$ cat config.mk
export PLATFORM = sky130hd
export DESIGN_NAME = sigmoid_result_fifo
export DESIGN_NICKNAME = d
export VERILOG_FILES = /design/src/rtl/sigmoid_result_fifo.sv
export SDC_FILE = /design/constraint.sdc
export NUM_CORES = 1
export LEC_CHECK = 0
export CAP_MARGIN = 10
export CORE_AREA = 2 2 225 271
export CTS_CLUSTER_DIAMETER = 40
export DETAILED_ROUTE_END_ITERATION = 6
export DIE_AREA = 0 0 227 273
export PLACE_DENSITY_LB_ADDON = 0.08
export SETUP_SLACK_MARGIN = 0.5
export SKIP_LAST_GASP = 1
export SLEW_MARGIN = 20
export SYNTH_ARGS = -nofsm -noshare
export SYNTH_HDL_FRONTEND = slang
export SYNTH_SLANG_ARGS = --single-unit
$ cat constraint.sdc
create_clock -name clk -period 9.9 [get_ports clk]
set_clock_uncertainty 0.15 [all_clocks]
set_input_delay 1.98 -clock clk [delete_from_list [all_inputs] [get_ports clk]]
set_output_delay 1.98 -clock clk [all_outputs]
set_load 0.02 [all_outputs]
$ cat src/rtl/sigmoid_result_fifo.sv
// -----------------------------------------------------------------------------
// sigmoid_result_fifo
//   First-word-fall-through FIFO that buffers result pairs {y1, y0} coming out
//   of a two-lane sigmoid pipeline (signed Q5.11 per lane, stored bit-exact).
//   An almost-full flag keeps AFULL_MARGIN entries free so that the pairs
//   already in flight in the upstream pipeline still have room after the
//   source stops issuing. Pairs arriving while the buffer is full with no pop
//   are dropped and recorded in a sticky overflow flag.
//
// Parameters
//   DEPTH        number of entries (power of two, >= 8)
//   AFULL_MARGIN free entries still reserved when afull asserts
//
// Ports
//   clk        in   rising-edge clock
//   rst_n      in   asynchronous active-low reset
//   clear      in   synchronous flush (contents, pointers, overflow)
//   in_valid   in   result pair valid
//   y0_in      in   lane-0 result
//   y1_in      in   lane-1 result
//   afull      out  count >= DEPTH-AFULL_MARGIN (registered)
//   out_valid  out  head entry available (registered)
//   out_ready  in   consumer accepts head entry
//   out_data   out  head entry {y1, y0}
//   count      out  number of stored entries
//   overflow   out  sticky: at least one pair was dropped
// -----------------------------------------------------------------------------
module sigmoid_result_fifo #(
    parameter int DEPTH        = 16,
    parameter int AFULL_MARGIN = 4
) (
    input  logic                    clk,
    input  logic                    rst_n,
    input  logic                    clear,
    input  logic                    in_valid,
    input  logic [15:0]             y0_in,
    input  logic [15:0]             y1_in,
    output logic                    afull,
    output logic                    out_valid,
    input  logic                    out_ready,
    output logic [31:0]             out_data,
    output logic [$clog2(DEPTH):0]  count,
    output logic                    overflow
);

    localparam int AW = $clog2(DEPTH);
    localparam int CW = AW + 1;
    localparam logic [CW-1:0] FULL_CNT  = CW'(DEPTH);
    localparam logic [CW-1:0] AFULL_CNT = CW'(DEPTH - AFULL_MARGIN);

    logic [31:0]   mem_q [DEPTH];
    logic [AW-1:0] wr_ptr_q, wr_ptr_d;
    logic [AW-1:0] rd_ptr_q, rd_ptr_d;
    logic [CW-1:0] count_q, count_d;
    logic          ovf_q, ovf_d;
    logic          valid_q, valid_d;
    logic          afull_q, afull_d;
    logic          push_s, pop_s, drop_s;

    // Handshake decode; clear suppresses every transfer in its cycle.
    always_comb begin
        pop_s  = valid_q & out_ready & ~clear;
        // A full buffer still accepts a pair when the head leaves in the same cycle.
        push_s = in_valid & ~clear & ((count_q != FULL_CNT) | pop_s);
        drop_s = in_valid & ~clear & (count_q == FULL_CNT) & ~pop_s;
    end

    // Next-state for pointers, occupancy and flags.
    always_comb begin
        wr_ptr_d = wr_ptr_q;
        rd_ptr_d = rd_ptr_q;
        count_d  = count_q;
        ovf_d    = ovf_q;
        if (clear) begin
            wr_ptr_d = {AW{1'b0}};
            rd_ptr_d = {AW{1'b0}};
            count_d  = {CW{1'b0}};
            ovf_d    = 1'b0;
        end else begin
            // Pointers wrap naturally because DEPTH is a power of two.
            if (push_s) begin
                wr_ptr_d = wr_ptr_q + AW'(1);
            end else begin
                wr_ptr_d = wr_ptr_q;
            end
            if (pop_s) begin
                rd_ptr_d = rd_ptr_q + AW'(1);
            end else begin
                rd_ptr_d = rd_ptr_q;
            end
            case ({push_s, pop_s})
                2'b10:   count_d = count_q + CW'(1);
                2'b01:   count_d = count_q - CW'(1);
                default: count_d = count_q;
            endcase
            if (drop_s) begin
                ovf_d = 1'b1;
            end else begin
                ovf_d = ovf_q;
            end
        end
        // Status flags are registered copies decoded from the next count,
        // so they carry no combinational path from any input.
        valid_d = (count_d != {CW{1'b0}});
        afull_d = (count_d >= AFULL_CNT);
    end

    // State registers with asynchronous reset.
    always_ff @(posedge clk or negedge rst_n) begin
        if (!rst_n) begin
            wr_ptr_q <= {AW{1'b0}};
            rd_ptr_q <= {AW{1'b0}};
            count_q  <= {CW{1'b0}};
            ovf_q    <= 1'b0;
            valid_q  <= 1'b0;
            afull_q  <= 1'b0;
        end else begin
            wr_ptr_q <= wr_ptr_d;
            rd_ptr_q <= rd_ptr_d;
            count_q  <= count_d;
            ovf_q    <= ovf_d;
            valid_q  <= valid_d;
            afull_q  <= afull_d;
        end
    end

    // Storage array: no reset needed, validity is tracked by count.
    always_ff @(posedge clk) begin
        if (push_s) begin
            mem_q[wr_ptr_q] <= {y1_in, y0_in};
        end
    end

    assign out_data  = mem_q[rd_ptr_q];
    assign out_valid = valid_q;
    assign afull     = afull_q;
    assign count     = count_q;
    assign overflow  = ovf_q;

endmodule

## Yosys cells after proc, flatten, opt, wreduce, memory -nomap -nowiden

Memory sizes are Yosys's and may differ from the RTL's.
Cells that the tools add are included.

- Equal/unequal tests: 4
- Multiplexer cells: 10
- Bitwise operators: 9
- Order comparisons: 1
- Add/sub/neg operators: 4
- Reductions and logical operators: 4

Operators by type and width:

| operator | count |
|---|---|
| $mux W4 | 4 |
| $pmux W5 S2 | 1 |
| $add A4 B1 Y4 const B | 2 |
| $and A1 B1 Y1 | 6 |
| $reduce_bool A2 Y1 | 3 |
| $add A5 B1 Y5 const B | 1 |
| $eq A5 B5 Y1 const B | 1 |
| $ge A5 B4 Y1 const B | 1 |
| $mux W5 | 1 |
| $ne A5 B5 Y1 const B | 1 |
| $reduce_bool A5 Y1 | 1 |
| $sub A5 B1 Y5 const B | 1 |
| $mux W1 | 4 |
| $eq A2 B1 Y1 const B | 1 |
| $eq A2 B2 Y1 const B | 1 |
| $not A1 Y1 | 2 |
| $or A1 B1 Y1 | 1 |

- Memories: 1
- Input bits: 37
- RAM bits: 512
- Register bits after elaboration: 16

Memories:

| memory | depth | width | rd ports | clocked after memory_dff | wr ports | RTL line | text |
|---|---|---|---|---|---|---|---|
| mem_q | 16 | 32 | 1 | 0 | 1 | 51 | `logic [31:0] mem_q [DEPTH];` |

## Longest topological paths before layout

Gate-level depths: netlist of the first run.

- Word-level depth: 8
- Depth in mapped cells: 9
- Gate-level depth less buffers: 9

## Least setup slack after synthesis of the first run

Ideal clock, no wire load.

- Path kind: input -> register
- From: input out_ready
- To: memory mem_q[3][0], enable pin
- Stages on the path: 4
- Arrival: 4.888 ns
- Setup time: 0.461 ns
- Slack: 4.401 ns
- Data required time: 9.289 ns
- Cells stage by stage: nand2_1 > a311oi_1 > nand2_1 > nor3_1

- Cells in the longest elaborated chain, start to end: 6

Ends and longest elaborated chain:

| what | RTL line | text |
|---|---|---|
| start, declared | 40 | `input logic out_ready,` |
| $and A1 B1 Y1 (2 in a row) | 62 | `pop_s = valid_q & out_ready & ~clear;` |
| $or A1 B1 Y1 | 64 | `push_s = in_valid & ~clear & ((count_q != FULL_CNT) \| pop_s);` |
| $and A1 B1 Y1 | 64 |  |
| $mux W1 | 129 | `if (push_s) begin` |
| $mux W1 (not written as such) | 130 | `mem_q[wr_ptr_q] <= {y1_in, y0_in};` |
| end, declared | 51 |  |

No other way between the ends.

## Final worst setup path of the first run

- From: register rd_ptr_q[0]
- To: output out_data[2]

- Cells in the longest elaborated chain, start to end: 1

Ends and longest elaborated chain:

| what | RTL line | text |
|---|---|---|
| start, declared | 53 | `logic [AW-1:0] rd_ptr_q, rd_ptr_d;` |
| start signal, assigned | 112 | `rd_ptr_q <= {AW{1'b0}};` |
| start signal, assigned | 119 | `rd_ptr_q <= rd_ptr_d;` |
| $mem_v2 Z16 W32 | -- |  |
| end, declared | 41 | `output logic [31:0] out_data,` |

No other way between the ends.

==> run_results.csv, run 1 <==
group,metric,value,unit
sta,maxSlewHeadroom,0.3068,
worst_hold_path,worstHoldEndpoint,"overflow$_DFFE_PN0P_",
floorplanning,num_rows,98,
routing,drcViolationCount,0,
worst_hold_path,min_path_type,"flop to flop",
clock_tree,clkTransAtPathRegs,0.05,ns
placed_design,io_buffers,76,
clock_tree,cts_buffer_depth,3,
floorplanning,core_region_area,59350,sq um
routing,drt_iter0_markers,720,
sta,fmax,164.7,MHz
synthesis,yosys_register_bits,528,
synthesis,syn-num-nets,1115,
sta,rsz0062_at_grt,"no",
cells_and_area,drive_gt1_frac,0.2061,
worst_hold_path,holdPathStages,2,
run,drv_cap,0,
clock_tree,clock_insertion_delay_worst_skew,0.58,ns
pwr,total_leakage_power,7.763,nW
clock_tree,cts.repair.resized,0,
worst_hold_path,min_from,"overflow$_DFFE_PN0P_",
clock_tree,htreeDepth,3,
sta,worst_pin_slew,1.040,ns
clock_tree,cts_tree,"built",
critical_path,r2r-start,"out_valid$_DFF_PN0_",
sta,hold_viol,0,
critical_path,worstSetupStartpointType,"flop",
routing,wirelength,50840,um
critical_path,worstSetupEndpointType,"output port",
synthesis,synthCells,1072,
status,status,"completed",
clock_tree,numCtsBuffers,70,
synthesis,synth_async_sr_flop_share,0.03030,
synthesis,synth_edf_count,512,
sta,drv_slew,0,
clock_tree,ctsRootBufferMaster,"clkbuf_16",
cells_and_area,finalNetCount,1228,
floorplanning,die_w,227,um
routing,first_pass_iters,4,
critical_path,critPathKind,"flop to output port",
critical_path,arrival,3.94,ns
floorplanning,start_util,0.3464,
placed_design,place.gp.congestion,0.6925,
synthesis,yosys-top-cells-area,"edfxtp_1 75%, mux4_2 7.0%, mux2i_1 4.7%",
synthesis,yosysMostFrequentCell,"edfxtp_1",
routing,antenna_left,0,
floorplanning,die_h,273,um
synthesis,synth_cell_types,42,
clock_tree,ctsHoldBuffers,0,
sta,setup_viol,0,
critical_path,crit_path_max_fanout,50,
placed_design,dpl.hpwl,24880,um
clock_tree,clock-sinks,528,
synthesis,synth_top_area_cell,"edfxtp_1",
cells_and_area,syn_to_final_growth,20.11,%
sta,fin_crit_sh,0.6133,
synthesis,yosys_warnings,0,
cells_and_area,utilization,0.4161,
grt,grt_pass1_vias,11060,
routing,vias,10320,
cells_and_area,fillers,5313,
synthesis,synth_common_cells,"512 x edfxtp_1, 97 x mux2i_1, 64 x mux4_2, 64 x o21ai_0, 41 x nand2_1",
routing,wire_per_inst,24.96,um
synthesis,syn_area,20560,sq um
grt,grt_max_degree,110,
critical_path,rr_endpoint,"mem_q[3][6]$_DFFE_PP_",
grt,grt_pass1_wl,75190,um
floorplanning,fp.dieArea,61970,sq um
clock_tree,post-cts-setup-buffers,0,
critical_path,r2r_cells,5,
pwr,p_per_area,232.7,nW/um^2
routing,via_per_inst,5.064,
synthesis,synth_top_cell_area_share,0.7478,
cells_and_area,antenna_cells,0,
sta,layout_min_cycle_time,6.071,ns
critical_path,r2r_slack,6.53,ns
grt,overflow,0,
synthesis,ys_seq_area_frac,0.7673,
critical_path,worstPathRequired,7.77,ns
grt,grtUsageTotal,0.1686,
synthesis,syn_area_per_cell,19.18,sq um
synthesis,yosys_most_used_dff,"edfxtp_1",
grt,grt_antenna_before_repair,0,
sta,finalSetupTns,0,ns
pwr,vdd_drop_max,0.1269,mV
floorplanning,io_pins,77,
[worst max-delay path, cell delays in order (launching register included)]
cell and delay (ns):
dfrtp_4 0.91, buf_4 0.84, mux2i_1 0.17, a221oi_1 0.46, o21ai_0 0.14, nand2_1 0.14, clkdlybuf4s50_1 0.60
[kinds of logic after synthesis]
| group | share of synthesized area |
|---|---|
| adder cells (fa/ha/maj) | 0.003651 |
| XOR/XNOR | 0.004260 |
| AND/OR/NAND/NOR | 0.02136 |
| flip-flops | 0.7673 |
| multiplexers | 0.1356 |
| buffers and inverters | 0.01424 |
| AO/OA/AOI/OAI | 0.05362 |
[layout make-up]
| type | instances | area (sq um) | area share |
|---|---|---|---|
| flip-flops and latches | 528 | 15790 | 0.6393 |
| multi-input cells | 480 | 4612 | 0.1868 |
| clock buffers | 79 | 1849 | 0.07489 |
| well taps | 800 | 1001 | 0.04054 |
| repair buffers | 100 | 953.4 | 0.03861 |
| clock inverters | 45 | 471.7 | 0.01910 |
| inverters | 5 | 18.77 | 0.0007600 |
[per-stage QoR]
step | hold slack, ns | power [W] | instances | setup WS [ns] | cell area, sq um
after floorplan | 0.4300 | 0.003053 | 1072 | 4.401 | 20560
after global placement | 0.3537 | 0.003301 | 1913 | 4.119 | 22370
after detailed placement | 0.3426 | 0.003301 | 1913 | 4.306 | 22370
after CTS | 0.3692 | 0.005830 | 2037 | 3.684 | 24690
after global routing | 0.4122 | 0.005960 | 2037 | 3.500 | 24690
final | 0.3671 | 0.005747 | 2037 | 3.829 | 24690
[layer usage]
metal | share of wire | GRT usage
met2 | 0.51 | 0.2902
met1 | 0.44 | 0.2192
met5 | 0 | 0
met3 | 0.029 | 0.02419
met4 | 0.021 | 0.05487
[registers in the layout, summed over array words and instances, names as in the netlist]
register and flops:
mem_q 512, afull 1, wr_ptr_q 4, rd_ptr_q 4
count 5, overflow 1, out_valid 1
[report_power, final]
group	switching (W)	internal [W]	leakage [nW]
Clock	0.000950	0.00156	1.13
Combinational	0.000352	0.000341	1.81
Sequential	0.0000581	0.00249	4.82
[worst max path at each step]
stage / startpoint / endpoint
2_1_floorplan: out_ready / mem_q[3][0]$_DFFE_PP_
5_1_grt: rd_ptr_q[0]$_DFFE_PN0P_ / out_data[1]
4_1_cts: rd_ptr_q[0]$_DFFE_PN0P_ / out_data[29]
3_3_place_gp: rd_ptr_q[2]$_DFFE_PN0P_ / out_data[5]
6_report: rd_ptr_q[0]$_DFFE_PN0P_ / out_data[2]
3_5_place_dp: out_ready / mem_q[3][3]$_DFFE_PP_
[cells in the final DEF (no fill, tap or decap), drive strengths merged, types with 11 or more instances in the layout]
cell type,n
a21oi,38
a221oi,32
a22oi,32
buf,24
clkbuf,79
clkdlybuf4s50,76
clkinv,27
dfrtp,16
edfxtp,512
inv,11
mux2,33
mux2i,97
mux4,64
nand2,41
nor2,28
o21ai,64
No activity file was read; power rests on OpenSTA's default activity.
==> run 2, diff against run 1 <==
==> constraint.sdc (replaced) <==
create_clock -name clk -period 6.3 [get_ports clk]
set_clock_uncertainty 0.15 [all_clocks]
set_input_delay 1.26 -clock clk [delete_from_list [all_inputs] [get_ports clk]]
set_output_delay 1.26 -clock clk [all_outputs]
set_load 0.02 [all_outputs]
==> run 2 against run 1 <==
  * Global-route usage shrank 0.96 points
  * Total power grew 59%
  * Utilization is 0.53 points higher
  * Clock-buffer cell count grew 4
  * Worst hold slack better by 0.071 ns
  * Clock power up 60%
  * Register-to-register slack got worse by 3.3 ns
  * Critical path depth increased by 1
  * Combinational power is 67% higher
  * Cell count is 1.0% higher
  * Final area is 1.3% higher
  * Largest cell class unchanged
  * Largest power group is now clock
==> run_results.csv, run 2 (synthesized netlist as in run 1, its figures left out) <==
group,metric,value,unit
status,status,"completed",
placed_design,dpl.hpwl,28760,um
clock_tree,clock_insertion_delay_worst_skew,0.56,ns
grt,grt_pass1_wl,72040,um
sta,finalSetupTns,0,ns
routing,via_per_inst,4.990,
routing,wirelength,47910,um
floorplanning,fp.dieArea,61970,sq um
routing,wire_per_inst,23.28,um
sta,fin_hold_ws,0.4386,ns
run,drv_cap,0,
sta,setup_viol,0,
routing,first_pass_iters,5,
pwr,total_leakage_power,7.907,nW
routing,drt_iter0_markers,654,
sta,maxSlewHeadroom,0.4271,
critical_path,critPathKind,"flop to output port",
sta,worst_pin_slew,0.8566,ns
grt,grtUsageTotal,0.1590,
grt,grt_pass1_vias,11000,
pwr,p_clk_frac,0.440,
floorplanning,num_rows,98,
sta,fin_crit_sh,0.7705,
grt,grt_max_degree,64,
pwr,p_sw,0.002186,W
cells_and_area,final_common_cell,"edfxtp_1",
clock_tree,cts_buffer_depth,3,
sta,layout_min_cycle_time,4.854,ns
cells_and_area,syn_to_final_growth,21.64,%
clock_tree,clock-sinks,528,
pwr,design_power_total,0.009132,W
critical_path,r2r-start,"out_valid$_DFF_PN0_",
clock_tree,numCtsBuffers,72,
pwr,vdd_drop_max,0.2087,mV
cells_and_area,utilization,0.4214,
clock_tree,clkTransAtPathRegs,0.05,ns
critical_path,worstSetupStartpoint,"rd_ptr_q[2]$_DFFE_PN0P_",
grt,grt_antenna_before_repair,0,
floorplanning,die_w,227,um
critical_path,worstSetupStartpointType,"flop",
cells_and_area,drive_gt1_frac,0.2210,
grt,overflow,0,
clock_tree,ctsRootBufferMaster,"clkbuf_16",
routing,drcViolationCount,0,
critical_path,worstSetupEndpointType,"output port",
clock_tree,ctsHoldBuffers,0,
floorplanning,start_util,0.3464,
clock_tree,post-cts-setup-buffers,0,
sta,rsz0062_at_grt,"no",
worst_hold_path,min_path_type,"flop to flop",
critical_path,crit_path_max_fanout,53,
cells_and_area,antenna_cells,0,
placed_design,place.gp.congestion,0.6895,
cells_and_area,final_cell_mix,"512 x edfxtp_1, 97 x mux2i_1, 76 x clkdlybuf4s50_1",
sta,drv_slew,0,
pwr,p_per_area,365.2,nW/um^2
critical_path,arrival,3.44,ns
clock_tree,cts.repair.resized,0,
routing,antenna_left,0,
placed_design,io_buffers,76,
floorplanning,io_pins,77,
clock_tree,htreeDepth,3,
pwr,p_seq_frac,0.433,
floorplanning,die_h,273,um
placed_design,pre_cts_ws,1.676,ns
critical_path,endpoint,"out_data[28]",
pwr,sw_frac_of_total,0.2394,
cells_and_area,finalNetCount,1243,
routing,vias,10270,
cells_and_area,largest_reg_flops,512,
sta,fmax,206.0,MHz
pwr,p_comb_frac,0.127,
pwr,p_int,0.006946,W
critical_path,worstPathRequired,4.89,ns
floorplanning,core_region_area,59350,sq um
critical_path,rr_endpoint,"mem_q[9][20]$_DFFE_PP_",
critical_path,r2r_slack,3.19,ns
critical_path,r2r_cells,5,
sta,hold_viol,0,
cells_and_area,regMostFlops,"mem_q",
clock_tree,cts_tree,"built",
sta,setup_slack,1.446,ns
## run 2: changes by cell type in the layout (fill, tap and decap cells not counted), sizes merged
cell / change
buf: +13
inv: +7
clkbuf: +4
clkinv: -4
clkinvlp: +2
bufinv: -1
## run 2: power groups by stage
stage,Combinational [W],Sequential (W),Clock (W)
6_report,0.00116,0.00395,0.00402
5_1_grt,0.00125,0.00396,0.00428
4_1_cts,0.00119,0.00395,0.00413
3_5_place_dp,0.00119,0.00403,0
3_3_place_gp,0.00119,0.00403,0
2_1_floorplan,0.000775,0.00402,0
## run 2: worst min-delay path by stage
stage | startpoint | end | slack [ns] | cells after the start
2_1_floorplan | wr_ptr_q[0]$_DFFE_PN0P_ | wr_ptr_q[0]$_DFFE_PN0P_ | 0.43 | 2
3_5_place_dp | overflow$_DFFE_PN0P_ | overflow$_DFFE_PN0P_ | 0.39 | 2
3_3_place_gp | overflow$_DFFE_PN0P_ | overflow$_DFFE_PN0P_ | 0.39 | 2
5_1_grt | overflow$_DFFE_PN0P_ | overflow$_DFFE_PN0P_ | 0.45 | 2
4_1_cts | overflow$_DFFE_PN0P_ | overflow$_DFFE_PN0P_ | 0.42 | 2
6_report | overflow$_DFFE_PN0P_ | overflow$_DFFE_PN0P_ | 0.44 | 2
## run 2: metal layers
| metal | share of wire | up-vias | GRT usage |
|---|---|---|---|
| li1 | - | 4654 | - |
| met1 | 0.44 | 5381 | 0.2089 |
| met2 | 0.51 | 171 | 0.2713 |
| met3 | 0.036 | 63 | 0.02516 |
| met4 | 0.016 | 0 | 0.04747 |
| met5 | 0 | - | 0 |
## run 2: worst max-delay path, stage by stage, from the launching register on
cell and delay [ns]:
dfrtp_2 0.33, buf_4 0.44, nor2b_4 0.54, buf_12 0.37, a21oi_1 0.24, a22oi_1 0.22
nand2_1 0.14, clkdlybuf4s50_1 0.57
## run 2: final cells by class
class | instances | area (sq um)
inverter | 5 | 18.77
sequential | 528 | 15790
timing repair buffer | 113 | 1194
tap | 800 | 1001
clock buffer | 83 | 1907
multi-input combinational | 480 | 4611
fill | 5311 | 34340
clock inverter | 49 | 493.0
## run 2: per-stage QoR
step,instance area [sq um],instances
6_report,25010,2058
5_1_grt,25010,2058
4_1_cts,24990,2057
2_1_floorplan,20560,1072
3_5_place_dp,22590,1925
3_3_place_gp,22440,1919
